$ cat src/rtl/tfe_rxm_rd_sys.sv
// Receive read-out stage: pops one descriptor per packet and streams its bytes out of the 4 KB receive RAM.
// Latency: f_rdEn at t, descriptor latched at t+1, first RAM read at t+2, first byte (sop) on out_en at t+3.
// Backpressure: out_rdy stalls the output. A 2-entry skid buffer absorbs the 1-cycle RAM latency, and a RAM
//               read is only issued when a slot is guaranteed, so stalling never loses or duplicates a byte.
// Ports: sysclk/rst (sync, active high); f_* descriptor FIFO read side; ramRd* RAM read side plus the
//        released-block index; out_* byte stream with sop/eop, PT and length; rd_pkt_cnt/rd_err_cnt counters.
module tfe_rxm_rd_sys #(
    parameter bit STRIP_FCS = 1'b1
) (
    input  logic        sysclk,
    input  logic        rst,
    input  logic        f_empty,
    output logic        f_rdEn,
    input  logic [31:0] f_rdDa,
    output logic [11:0] ramRdAddr,
    output logic        ramRdEn,
    input  logic [7:0]  ramRdDa,
    output logic [4:0]  ramRdBlk,
    output logic        out_en,
    output logic [7:0]  out_da,
    output logic        out_sop,
    output logic        out_eop,
    output logic [7:0]  out_pt,
    output logic [10:0] out_len,
    input  logic        out_rdy,
    output logic [15:0] rd_pkt_cnt,
    output logic [15:0] rd_err_cnt
);

    typedef enum logic [2:0] {S_IDLE, S_POP, S_LATCH, S_READ, S_DRAIN, S_RELEASE} state_t;

    state_t      state_q, state_d;
    logic [7:0]  pt_q, pt_d;
    logic [4:0]  ieb_q, ieb_d;
    logic [10:0] len_q, len_d;
    logic        drop_q, drop_d;
    logic [11:0] ptr_q, ptr_d;
    logic [10:0] rd_cnt_q, rd_cnt_d;     // RAM reads issued for this packet
    logic [10:0] out_idx_q, out_idx_d;   // bytes accepted downstream for this packet
    logic        rd_pend_q, rd_pend_d;   // a read was issued last cycle: ramRdDa is valid now
    logic [1:0]  cnt_q, cnt_d;           // skid buffer occupancy
    logic [7:0]  buf0_q, buf0_d, buf1_q, buf1_d;
    logic [4:0]  blk_q, blk_d;
    logic [15:0] pkt_q, pkt_d;
    logic [15:0] err_q, err_d;

    // Descriptor decode, only meaningful in LATCH
    logic [10:0] d_dl, d_len;
    logic [4:0]  d_isb, d_ieb;
    logic [11:0] d_end_addr;
    logic        d_drop, d_bad;
    logic        unused_desc_bits;

    assign d_dl       = f_rdDa[10:0];
    assign d_isb      = f_rdDa[15:11];
    assign d_ieb      = f_rdDa[20:16];
    assign d_len      = STRIP_FCS ? (d_dl - 11'd4) : d_dl;
    assign d_drop     = (d_dl == 11'd0) || (STRIP_FCS && (d_dl < 11'd5));
    // Address of the last byte modulo 4 KB; its block index is what the writer should have reported.
    assign d_end_addr = {d_isb, 7'h00} + {1'b0, d_dl} - 12'd1;
    assign d_bad      = (d_end_addr[11:7] != d_ieb);
    assign unused_desc_bits = ^f_rdDa[23:21];

    logic       acc, pop_buf, push, last_byte;
    logic [1:0] cnt_after_pop;
    logic [2:0] occ;

    always_comb begin
        state_d   = state_q;
        pt_d      = pt_q;
        ieb_d     = ieb_q;
        len_d     = len_q;
        drop_d    = drop_q;
        ptr_d     = ptr_q;
        rd_cnt_d  = rd_cnt_q;
        out_idx_d = out_idx_q;
        cnt_d     = cnt_q;
        buf0_d    = buf0_q;
        buf1_d    = buf1_q;
        blk_d     = blk_q;
        pkt_d     = pkt_q;
        err_d     = err_q;
        f_rdEn    = 1'b0;

        // Head byte comes from the skid buffer, or straight from the RAM when the buffer is empty.
        out_en    = (cnt_q != 2'd0) || rd_pend_q;
        out_da    = (cnt_q != 2'd0) ? buf0_q : (rd_pend_q ? ramRdDa : 8'h00);
        acc       = out_en && out_rdy;
        last_byte = (out_idx_q == len_q - 11'd1);
        out_sop   = out_en && (out_idx_q == 11'd0);
        out_eop   = out_en && last_byte;

        // Issue a read only if the byte it returns next cycle is guaranteed a slot even if not accepted then.
        occ       = {1'b0, cnt_q} + {2'b00, rd_pend_q} - {2'b00, acc};
        ramRdEn   = (state_q == S_READ) && (occ <= 3'd1);
        rd_pend_d = ramRdEn;

        pop_buf       = acc && (cnt_q != 2'd0);
        push          = rd_pend_q && !(acc && (cnt_q == 2'd0));
        cnt_after_pop = cnt_q;
        if (pop_buf) begin
            buf0_d        = buf1_q;
            cnt_after_pop = cnt_q - 2'd1;
        end
        if (push) begin
            if (cnt_after_pop == 2'd0) buf0_d = ramRdDa;
            else                       buf1_d = ramRdDa;
        end
        cnt_d = cnt_after_pop + {1'b0, push};

        if (acc) out_idx_d = out_idx_q + 11'd1;

        case (state_q)
            S_IDLE: begin
                if (!f_empty) state_d = S_POP;
            end
            S_POP: begin
                f_rdEn  = 1'b1;
                state_d = S_LATCH;
            end
            S_LATCH: begin
                pt_d      = f_rdDa[31:24];
                ieb_d     = d_ieb;
                len_d     = d_len;
                drop_d    = d_drop;
                ptr_d     = {d_isb, 7'h00};
                rd_cnt_d  = 11'd0;
                out_idx_d = 11'd0;
                // A dropped descriptor and a block mismatch are one error each, never both.
                if (d_drop || d_bad) err_d = err_q + 16'd1;
                state_d = d_drop ? S_RELEASE : S_READ;
            end
            S_READ: begin
                if (ramRdEn) begin
                    ptr_d    = ptr_q + 12'd1;   // wraps 4095 -> 0 naturally
                    rd_cnt_d = rd_cnt_q + 11'd1;
                    if (rd_cnt_q == len_q - 11'd1) state_d = S_DRAIN;
                end
            end
            S_DRAIN: begin
                if (acc && last_byte) state_d = S_RELEASE;
            end
            S_RELEASE: begin
                blk_d = ieb_q;
                // Counts packets actually emitted; block-mismatch packets are still streamed, so they count.
                if (!drop_q) pkt_d = pkt_q + 16'd1;
                state_d = S_IDLE;
            end
            default: state_d = S_IDLE;
        endcase
    end

    always_ff @(posedge sysclk) begin
        if (rst) begin
            state_q   <= S_IDLE;
            pt_q      <= 8'h00;
            ieb_q     <= 5'd0;
            len_q     <= 11'd0;
            drop_q    <= 1'b0;
            ptr_q     <= 12'd0;
            rd_cnt_q  <= 11'd0;
            out_idx_q <= 11'd0;
            rd_pend_q <= 1'b0;
            cnt_q     <= 2'd0;
            buf0_q    <= 8'h00;
            buf1_q    <= 8'h00;
            blk_q     <= 5'd0;
            pkt_q     <= 16'd0;
            err_q     <= 16'd0;
        end else begin
            state_q   <= state_d;
            pt_q      <= pt_d;
            ieb_q     <= ieb_d;
            len_q     <= len_d;
            drop_q    <= drop_d;
            ptr_q     <= ptr_d;
            rd_cnt_q  <= rd_cnt_d;
            out_idx_q <= out_idx_d;
            rd_pend_q <= rd_pend_d;
            cnt_q     <= cnt_d;
            buf0_q    <= buf0_d;
            buf1_q    <= buf1_d;
            blk_q     <= blk_d;
            pkt_q     <= pkt_d;
            err_q     <= err_d;
        end
    end

    assign ramRdAddr  = ptr_q;
    assign ramRdBlk   = blk_q;
    assign out_pt     = pt_q;
    assign out_len    = len_q;
    assign rd_pkt_cnt = pkt_q;
    assign rd_err_cnt = err_q;

endmodule

$ cat config.mk
export PLATFORM = sky130hd
export DESIGN_NAME = tfe_rxm_rd_sys
export DESIGN_NICKNAME = d
export VERILOG_FILES = /design/src/rtl/tfe_rxm_rd_sys.sv
export SDC_FILE = /design/constraint.sdc
export NUM_CORES = 1
export LEC_CHECK = 0
export ABC_AREA = 1
export BUFFER_PORTS_ARGS = -buffer_cell sky130_fd_sc_hd__buf_2
export CORE_MARGIN = 1.5
export CORE_UTILIZATION = 30
export DETAILED_ROUTE_END_ITERATION = 16
export GPL_ROUTABILITY_DRIVEN = 0
export PLACE_DENSITY = 0.57
export REMOVE_ABC_BUFFERS = 1
export SYNTH_ARGS = -nofsm -noshare
export SYNTH_HDL_FRONTEND = slang
export SYNTH_SLANG_ARGS = --single-unit
$ cat constraint.sdc
create_clock -name sysclk -period 4.4 [get_ports sysclk]
set_input_delay 0.44 -clock sysclk [delete_from_list [all_inputs] [get_ports sysclk]]
set_output_delay 0.44 -clock sysclk [all_outputs]
set_load 0.01 [all_outputs]
==> results_dict.tcl, run 1 <==
set metrics [dict create \
    rsz0062_at_grt "false" \
    tns_ns 0 \
    hold_class "input port to register" \
    r2r-end "rd_cnt_q[10]$_SDFFE_PP0P_" \
    die-width_um 155 \
    post-route-min-period_ns 3.77 \
    crit_family "simple AND/OR/NAND/NOR gates" \
    cp_num_buf_inv 4 \
    setup_violations 0 \
    first_pass_iters 7 \
    placed_area_um2 7850 \
    post_cts_resized 0 \
    nets 1230 \
    combPwrFrac_pct 39.3 \
    syn_area_um2 6970 \
    worst-setup-path-type "register to register" \
    leakage_nw 3.84 \
    grt_max_degree 57 \
    timing.final.crit_share_pct 85.8 \
    synth_area_per_cell_um2 6.72 \
    worstPathRequired_ns 4.76 \
    place_inst 1420 \
    internal-power_mw 2.52 \
    ys_types 42 \
    wl_mm 19.5 \
    cp_max_fo 19 \
    final_cells 1452 \
    cts_setup_buffers 0 \
    endpoint_kind "register" \
    rr_worst_depth 23 \
    synthFlopType "dfxtp_1" \
    p_seq_share_pct 30.5 \
    clock_latency_ns 0.43 \
    antenna_cells 0 \
    rrSetupSlack_ns 0.63 \
    hold_path_end "out_pt[0]$_SDFFE_PP0P_" \
    routedWlPerCell_um 13.4 \
    coreArea_um2 22700 \
    synthCells 1037 \
    viasPerCell 4.80 \
    crit_chain "inv_1, ha_1, inv_2, nor2_4, nor2_4, xor2_1, ha_1, inv_1, fa_1, nand3_1, nor2_4, nor2_4, inv_4, nand2_2, nor2_4, nand3_2, nor2_2, nand2_1, nor2_2, nand2_1, nand2_1, nand2_1, nor2_1" \
    hold_buffers 0 \
    cts_tree "yes" \
    die_h_um 155 \
    seq_area_frac_synth_pct 33.9 \
    drive_above_1_share_pct 15.8 \
    netSwitchingFraction_pct 43.5 \
    max_stage_delay_ns 0.51 \
    synth-edff-count 0 \
    clock_path_buffers 2 \
    ant_nets 0 \
    vias 6971 \
    status "complete, no violations" \
    grt-ovfl-total 0 \
    maxCapViolations 0 \
    clock-sinks 118 \
    first_iter_violations 364 \
    drv_slew 0 \
    clkTransAtPathRegs_ns 0.06 \
    synth_async_sr_flop_share_pct 0 \
    power.clock.fraction_pct 30.2 \
    hp-start "f_rdDa[24]" \
    yosysTopAreaCell "dfxtp_1" \
    row_count 55 \
    peakVddDrop_mv 0.242 \
    power.density_nw_per_um2 529 \
    cts_inserted_buffers 17 \
    yosys-top-cells-area "dfxtp_1, nand2_1, nand3_1" \
    area_delta_synth_final_pct 20.7 \
    die_area_um2 24100 \
    p_sw_mw 1.94 \
    drc 0 \
    grtUsageTotal_pct 16.7 \
    io_buffer_count 121 \
    htreeDepth 4 \
    clock_skew_ns 0.0123 \
    hold_viol_final 0 \
    fmax_ghz 0.265 \
    synth.ff_latch_count 118 \
    startpoint_type "register" \
    start_util_pct 30.7 \
    crit_top_cell "nor2_4" \
    pin_count 125 \
    stdcell_area_um2 8410 \
    synth.most_common_cell "nand2_1" \
    grt_pass1_vias 6502 \
    cpMaxStageDelayCell "fa_1" \
    yosys.area.top_type_share_pct 33.9 \
    critPathArrivalTime_ns 4.14 \
    hold_depth 3 \
    antenna_found_initial 0 \
    dp_hpwl_mm 14.4 \
    worst_slew_pin_slew_ns 0.813 \
    yosys_warnings 0 \
    grt_first_pass_wirelength_mm 32.2 \
    max_slew_margin_pct 45.8 \
    synth_common_cells "nand2_1, inv_1, dfxtp_1" \
    cts_root_buffer "clkbuf_16" \
    r2r-start "cnt_q[0]$_SDFF_PP0_" \
]
placed cells by master (no fill, tap or decap), types with 2 or more instances in the layout:
cell        netlist  layout
nor4_1            3       3
inv_8             0       4
buf_2             3     121
nor2_1          116     116
a311oi_1          5       5
nor2_2            5       5
a21oi_1          89      89
ha_1             31      31
dfxtp_1         118     118
nand3_1         102     102
nand2_1         191     191
inv_6             0       6
inv_1           135     135
buf_4             2       5
a31oi_1           6       6
o211ai_1          3       3
xnor2_1          13      13
nor2_4            6       6
o21ai_0          89      89
nor3_1           28      28
inv_2             3       3
nand4_1          16      16
nand3_2           2       2
clkinvlp_4        0       5
xor2_1           27      27
clkbuf_16         0      17
nand2_2           2       2
nor3b_1           2       2
worst max-delay path by stage:
stage / cells after the start / start / endpoint / slack [ns]
final: 23 / cnt_q[0]$_SDFF_PP0_ / rd_cnt_q[10]$_SDFFE_PP0P_ / 0.63
after global routing: 23 / cnt_q[1]$_SDFF_PP0_ / rd_cnt_q[10]$_SDFFE_PP0P_ / 0.24
after global placement: 23 / cnt_q[0]$_SDFF_PP0_ / rd_cnt_q[10]$_SDFFE_PP0P_ / 0.67
after CTS: 23 / cnt_q[0]$_SDFF_PP0_ / rd_cnt_q[10]$_SDFFE_PP0P_ / 0.59
after detailed placement: 23 / cnt_q[0]$_SDFF_PP0_ / rd_cnt_q[10]$_SDFFE_PP0P_ / 0.62
after floorplan: 22 / cnt_q[1]$_SDFF_PP0_ / rd_cnt_q[10]$_SDFFE_PP0P_ / 0.97
worst min-delay path, delay by kind of cell:
family | cells | cell delay (ns)
AND/OR/NAND/NOR | 2 | 0.11
buffers and inverters | 1 | 0.07
cell families (layout without fill, tap and decap cells):
kind of cell,count (synthesis),in the layout,share of synthesized area [%]
AND/OR/NAND/NOR,481,481,30.9
AO/OA/AOI/OAI,199,199,15.1
buffers and inverters,167,297,9.20
flip-flops,118,118,33.9
XOR/XNOR,40,40,5.03
adder cells (fa/ha/maj),32,32,5.86
layout make-up:
| class | count | area, um^2 |
|---|---|---|
| clock buffer | 17 | 425 |
| clock inverter | 15 | 135 |
| multi-input combinational | 752 | 3960 |
| sequential | 118 | 2360 |
| inverter | 139 | 524 |
| tap | 285 | 357 |
| fill | 2466 | 14300 |
| timing repair buffer | 126 | 643 |
metrics by stage:
stage | setup WS (ns) | utilization [%] | power (mW) | hold WS [ns]
3_5_place_dp | 0.616 | 34.6 | 3.11 | 0.466
4_1_cts | 0.595 | 37.0 | 4.47 | 0.214
2_1_floorplan | 0.974 | - | 2.57 | 0.450
3_3_place_gp | 0.668 | 34.6 | 3.09 | 0.463
5_1_grt | 0.244 | 37.0 | 4.79 | 0.220
6_report | 0.626 | 37.0 | 4.45 | 0.226
routing by layer:
layer	global-route usage, %	wire, um	part of all wire, %	vias up
met5	0	0	0	-
met4	5.53	318	1.6	0
met3	4.82	1250	6.4	25
met2	27.7	8900	46	162
met1	20.7	9010	46	3127
li1	-	-	-	3657
state kept, by name, indices dropped and copies added, names as in the netlist:
name / flops
rd_err_cnt: 16
rd_pkt_cnt: 16
ramRdAddr: 12
out_idx_q: 11
out_len: 11
rd_cnt_q: 11
buf0_q: 8
buf1_q: 8
out_pt: 8
ieb_q: 5
ramRdBlk: 5
state_q: 3
cnt_q: 2
drop_q: 1
rd_pend_q: 1
power groups by stage:
stage	sequential, mW	combinational (mW)	clock (mW)
final	1.36	1.75	1.34
after global routing	1.38	1.99	1.43
after CTS	1.35	1.74	1.38
after detailed placement	1.37	1.73	0
after global placement	1.38	1.72	0
after floorplan	1.38	1.19	0
Note: power is estimated with default switching activity, not from simulation.
==> run 2: changes to the inputs <==
CELL_PAD_IN_SITES_DETAIL_PLACEMENT = 1   (was default)
CELL_PAD_IN_SITES_GLOBAL_PLACEMENT = 1   (was default)
PLACE_DENSITY = 0.73   (was 0.57)
==> run 2 against run 1 <==
  * Global-route usage rose by 2.0 points
  * Hold slack improved by 0.014 ns
  * Clock power barely moved
  * Sequential power barely moved
  * Highest routed layer is now met5
==> results_dict.tcl, run 2 (synthesis gave the netlist of run 1 again) <==
set metrics [dict create \
    status "complete, no violations" \
    antenna_found_initial 2 \
    startpoint "cnt_q[0]$_SDFF_PP0_" \
    leakage_nw 3.85 \
    worst_slew_pin_slew_ns 0.577 \
    max_slew_margin_pct 61.4 \
    grtUsageTotal_pct 18.7 \
    area_delta_synth_final_pct 20.9 \
    hold_buffers 0 \
    die_area_um2 24100 \
    drv_slew 0 \
    worstPathRequired_ns 4.73 \
    die_h_um 155 \
    grt-ovfl-total 0 \
    final_cell_mix "nand2_1, inv_1, buf_2" \
    clkTransAtPathRegs_ns 0.06 \
    rr_worst_depth 21 \
    startpoint_type "register" \
    rsz0062_at_grt "false" \
    worst-setup-path-type "register to register" \
    row_count 55 \
    grt_max_degree 57 \
    maxCapViolations 0 \
    multi_input_area_um2 3960 \
    ant_nets 0 \
    first_iter_violations 217 \
    grt_first_pass_wirelength_mm 36.3 \
    cts_inserted_buffers 17 \
    post_cts_resized 0 \
    r2r-start "cnt_q[0]$_SDFF_PP0_" \
    cts_root_buffer "clkbuf_16" \
    drc 0 \
    cts_setup_buffers 0 \
    die-width_um 155 \
    clock_path_buffers 2 \
    critPathArrivalTime_ns 4.00 \
    io_buffer_count 121 \
    viasPerCell 4.92 \
    power.density_nw_per_um2 534 \
    nets 1232 \
    hold_class "input port to register" \
    n_fill_cell 2941 \
    hold_viol_final 0 \
    tns_ns 0 \
    pre_cts_ws_ns 0.745 \
    clock_latency_ns 0.42 \
    drive_above_1_share_pct 15.7 \
    peakVddDrop_mv 0.289 \
    endpoint_kind "register" \
    timing.final.crit_share_pct 83.5 \
    coreArea_um2 22700 \
    dp_hpwl_mm 16.6 \
    fmax_ghz 0.272 \
    pin_count 125 \
    final_common_cell "nand2_1" \
    seqCellArea_um2 2360 \
    power_mw 4.50 \
    vias 7151 \
    setup_violations 0 \
    cts_tree "yes" \
    cp_max_fo 18 \
    clock-sinks 118 \
    crit_path_end "rd_cnt_q[9]$_SDFFE_PP0P_" \
    post-route-min-period_ns 3.67 \
    htreeDepth 4 \
    worst_slack_ns 0.728 \
    first_pass_iters 4 \
    wl_mm 22.0 \
    antenna_cells 0 \
    routedWlPerCell_um 15.1 \
    start_util_pct 30.7 \
    grt_pass1_vias 7465 \
    rrSetupSlack_ns 0.73 \
    r2r-end "rd_cnt_q[9]$_SDFFE_PP0P_" \
    clock_skew_ns 0.00577 \
]
[run 2: worst min-delay path by stage]
stage               slack, ns                     endpoint                        start  cells after the start
global route             0.23       out_pt[5]$_SDFFE_PP0P_                   f_rdDa[29]                      3
detailed placement       0.48  rd_pkt_cnt[12]$_SDFFE_PP0P_  rd_pkt_cnt[12]$_SDFFE_PP0P_                      2
CTS                      0.23       out_pt[5]$_SDFFE_PP0P_                   f_rdDa[29]                      3
global placement         0.46  rd_pkt_cnt[12]$_SDFFE_PP0P_  rd_pkt_cnt[12]$_SDFFE_PP0P_                      2
floorplan                0.45     ramRdBlk[0]$_SDFFE_PP0N_        ieb_q[0]$_SDFFE_PP0P_                      2
finish                   0.24       out_pt[5]$_SDFFE_PP0P_                   f_rdDa[29]                      3
[run 2: final cells by class]
class / instances / share of cell area, %
Timing Repair Buffer: 128 / 7.81
Tap cell: 285 / 4.23
Sequential cell: 118 / 28.0
Multi-Input combinational cell: 752 / 47.0
Clock buffer: 21 / 5.47
Clock inverter: 11 / 1.19
Inverter: 139 / 6.22
[run 2: metal layers]
layer | GRT usage, % | vias to the layer above | part of all wire, %
met5 | 0 | - | 0.11
met4 | 5.94 | 4 | 1.7
met3 | 5.01 | 29 | 5.2
met2 | 33.2 | 104 | 49
met1 | 21.8 | 3362 | 44
li1 | - | 3652 | -
[run 2: power by group]
group          total, mW  internal (mW)  switching, mW
Combinational       1.80          0.568           1.23
Clock               1.34          0.806          0.534
Sequential          1.36           1.21          0.153
Total               4.50           2.58           1.92
[run 2: through the flow]
| stage | hold slack (ns) | instance area (um^2) | cells | utilization, % |
|---|---|---|---|---|
| floorplan | 0.450 | 6850 | 1009 | - |
| global placement | 0.464 | 7860 | 1422 | 34.6 |
| detailed placement | 0.477 | 7860 | 1422 | 34.6 |
| CTS | 0.228 | 8420 | 1454 | 37.1 |
| global route | 0.231 | 8420 | 1454 | 37.1 |
| finish | 0.241 | 8420 | 1454 | 37.1 |
[run 2: critical path: stages, from the launching register on]
cell,delay (ns)
dfxtp_1,0.42
inv_1,0.07
ha_1,0.27
inv_2,0.11
nor2_4,0.05
nor2_4,0.10
xor2_1,0.18
ha_1,0.17
inv_1,0.05
fa_1,0.51
nand3_1,0.24
nor2_4,0.23
nor2_4,0.09
inv_4,0.17
nand2_1,0.07
nor2_1,0.14
nand2_1,0.10
nor2_1,0.17
nand3_1,0.11
inv_1,0.11
a21oi_1,0.08
nor3_1,0.14
==> run 3: changes to the inputs <==
ABC_AREA = 0   (was 1)
PLACE_DENSITY = 0.72   (was 0.73)
clock period = 3.32 ns   (was 4.4 ns; I/O delays follow)
==> run 3 against run 2 <==
  * The run now ends with setup timing left
  * Synthesized area hardly changed
  * Total power is 36% higher
  * Clock skew is 0.0056 ns higher
  * Core utilization is 1.6 points higher
  * Clock power is 43% higher
  * Sequential power is 30% higher
  * Non-clock buffer count is 37 higher
  * Register-to-register slack worse by 0.84 ns
  * Sequential cell count stayed put
  * Sequential share of layout area is 1.1 points lower
==> results_dict.tcl, run 3 <==
set metrics [dict create \
    status "finished, violations left" \
    violations "setup timing" \
    drive_above_1_share_pct 24.3 \
    grt_pass1_vias 6583 \
    crit_family "simple AND/OR/NAND/NOR gates" \
    power.density_nw_per_um2 699 \
    coreArea_um2 22700 \
    ys_types 68 \
    peakVddDrop_mv 0.319 \
    worstPathRequired_ns 3.60 \
    yosys-top-cells-area "dfxtp_1, nor2_1, ha_1" \
    worst_slack_ns -0.108 \
    cts_tree "yes" \
    post-route-min-period_ns 3.43 \
    timing.final.crit_share_pct 103 \
    synth_area_per_cell_um2 8.12 \
    yosysTopAreaCell "dfxtp_1" \
    cp_num_buf_inv 3 \
    max_slew_margin_pct 30.8 \
    n_fill_cell 2762 \
    start_util_pct 30.7 \
    synthFlopType "dfxtp_1" \
    final_cells 1291 \
    synth_async_sr_flop_share_pct 0 \
    die_area_um2 24200 \
    synth_common_cells "dfxtp_1, nor2_1, nand2_1" \
    dp_hpwl_mm 15.2 \
    seq_area_frac_synth_pct 33.9 \
    pin_count 125 \
    clock_latency_ns 0.42 \
    synth.ff_latch_count 118 \
    clock-sinks 118 \
    power_mw 6.14 \
    clock_path_buffers 2 \
    die_h_um 155 \
    grt_max_degree 42 \
    startpoint_type "register" \
    cpMaxStageDelayCell "fa_2" \
    final_common_cell "buf_2" \
    synth-edff-count 0 \
    routedWlPerCell_um 15.9 \
    syn_area_um2 6970 \
    post-route-util_pct 38.7 \
    place_inst 1250 \
    clkTransAtPathRegs_ns 0.06 \
    grtUsageTotal_pct 17.5 \
    worst_slew_pin_slew_ns 1.04 \
    drv_slew 0 \
    cp_max_fo 2 \
    final_cell_mix "buf_2, dfxtp_1, nor2_1" \
    cts_root_buffer "clkbuf_16" \
    fmax_ghz 0.292 \
    antenna_cells 0 \
    worst-setup-path-type "register to register" \
    yosys.area.top_type_share_pct 33.9 \
    clock_skew_ns 0.0113 \
    first_iter_violations 176 \
    grt_first_pass_wirelength_mm 33.6 \
    nets 1069 \
    viasPerCell 4.99 \
    first_pass_iters 4 \
    cts_inserted_buffers 17 \
    multi_input_area_um2 4350 \
    rsz0062_at_grt "true" \
    wl_mm 20.5 \
    synth.most_common_cell "dfxtp_1" \
    endpoint_kind "register" \
    die-width_um 155 \
    critPathArrivalTime_ns 3.71 \
    placed_area_um2 7970 \
    vias 6447 \
    row_count 55 \
    stdcell_area_um2 8790 \
    grt-ovfl-total 0 \
    crit_chain "inv_2, ha_4, nand2b_4, and2_4, xnor2_2, ha_2, inv_2, fa_2, inv_2, or4_4, or4_4, o41ai_4, nand3_2, a211oi_2, a221oi_2" \
    leakage_nw 3.78 \
    setup_violations 3 \
    seqCellArea_um2 2370 \
    yosys_warnings 0 \
    hold_buffers 0 \
    drc 0 \
    area_delta_synth_final_pct 26.1 \
    crit_top_cell "inv_2" \
    max_stage_delay_ns 0.56 \
    io_buffer_count 121 \
    hold_class "input port to register" \
    maxCapViolations 0 \
    ant_nets 0 \
    synthCells 858 \
    hold_viol_final 0 \
    antenna_found_initial 2 \
    htreeDepth 4 \
]
==> run 3: layout make-up <==
type | instances | area share (%)
Clock buffer | 18 | 4.88
Tap cell | 285 | 4.06
Inverter | 45 | 1.92
Clock inverter | 14 | 1.99
Sequential cell | 118 | 26.9
Timing Repair Buffer | 165 | 10.8
Multi-Input combinational cell | 646 | 49.4
==> run 3: worst reg2reg max path, cell delays in order (launching register included) <==
cell	delay (ns)
dfxtp_2	0.32
inv_2	0.07
ha_4	0.15
nand2b_4	0.05
and2_4	0.14
xnor2_2	0.12
ha_2	0.19
inv_2	0.04
fa_2	0.56
inv_2	0.04
or4_4	0.50
or4_4	0.44
o41ai_4	0.22
nand3_2	0.13
a211oi_2	0.23
a221oi_2	0.08
==> run 3: metrics by stage <==
step                      hold slack, ns  setup TNS [ns]  setup slack [ns]
after detailed placement           0.448           -1.19            -0.448
after floorplan                    0.398          -17.52            -0.958
final                              0.151          -0.185            -0.108
after global routing               0.137          -0.725            -0.278
after CTS                          0.133          -0.539            -0.190
after global placement             0.439           -1.01            -0.383
==> run 3: power breakdown <==
| part | internal, mW | switching [mW] | total, mW |
|---|---|---|---|
| logic | 1.10 | 1.36 | 2.46 |
| registers | 1.57 | 0.196 | 1.77 |
| clock network | 1.19 | 0.723 | 1.91 |
| total | 3.86 | 2.28 | 6.14 |
==> run 3: final timing paths <==
check | endpoint | slack, ns | cells after the start | startpoint
max reg2reg | state_q[1]$_SDFFE_PP0P_ | -0.11 | 15 | cnt_q[1]$_SDFF_PP0_
min reg2reg | out_pt[4]$_SDFFE_PP0P_ | 0.45 | 2 | out_pt[4]$_SDFFE_PP0P_
min | out_pt[1]$_SDFFE_PP0P_ | 0.15 | 3 | f_rdDa[25]
max | state_q[1]$_SDFFE_PP0P_ | -0.11 | 15 | cnt_q[1]$_SDFF_PP0_
==> run 3: layer usage <==
metal  GRT usage, %  vias to the layer above  wire length, um  share of wire (%)
li1               -                     3230                -                  -
met1           22.0                     3079             9570                 47
met2           29.6                      107             9690                 47
met3           4.43                       27              915                4.5
met4           5.22                        4              306                1.5
met5              0                        -               23               0.11
==> run 3: kinds of logic after synthesis <==
family                     synth area share [%]
AOI/OAI and AO/OA                          13.4
buffers and inverters                      6.00
xor gates and xnor gates                   9.41
and+or+nand+nor                            25.4
DFF                                        33.9
muxes                                      6.08
adders and majority gates                  5.85
==> run 3: repair_timing <==
item                                    in CTS  in global routing
buffers inserted                             4                  5
pin swaps                                   12                  9
endpoints found under the setup margin       4                  7
resized for setup                           30                  5
endpoints found under the hold margin        0                  0
cloned                                       0                  0
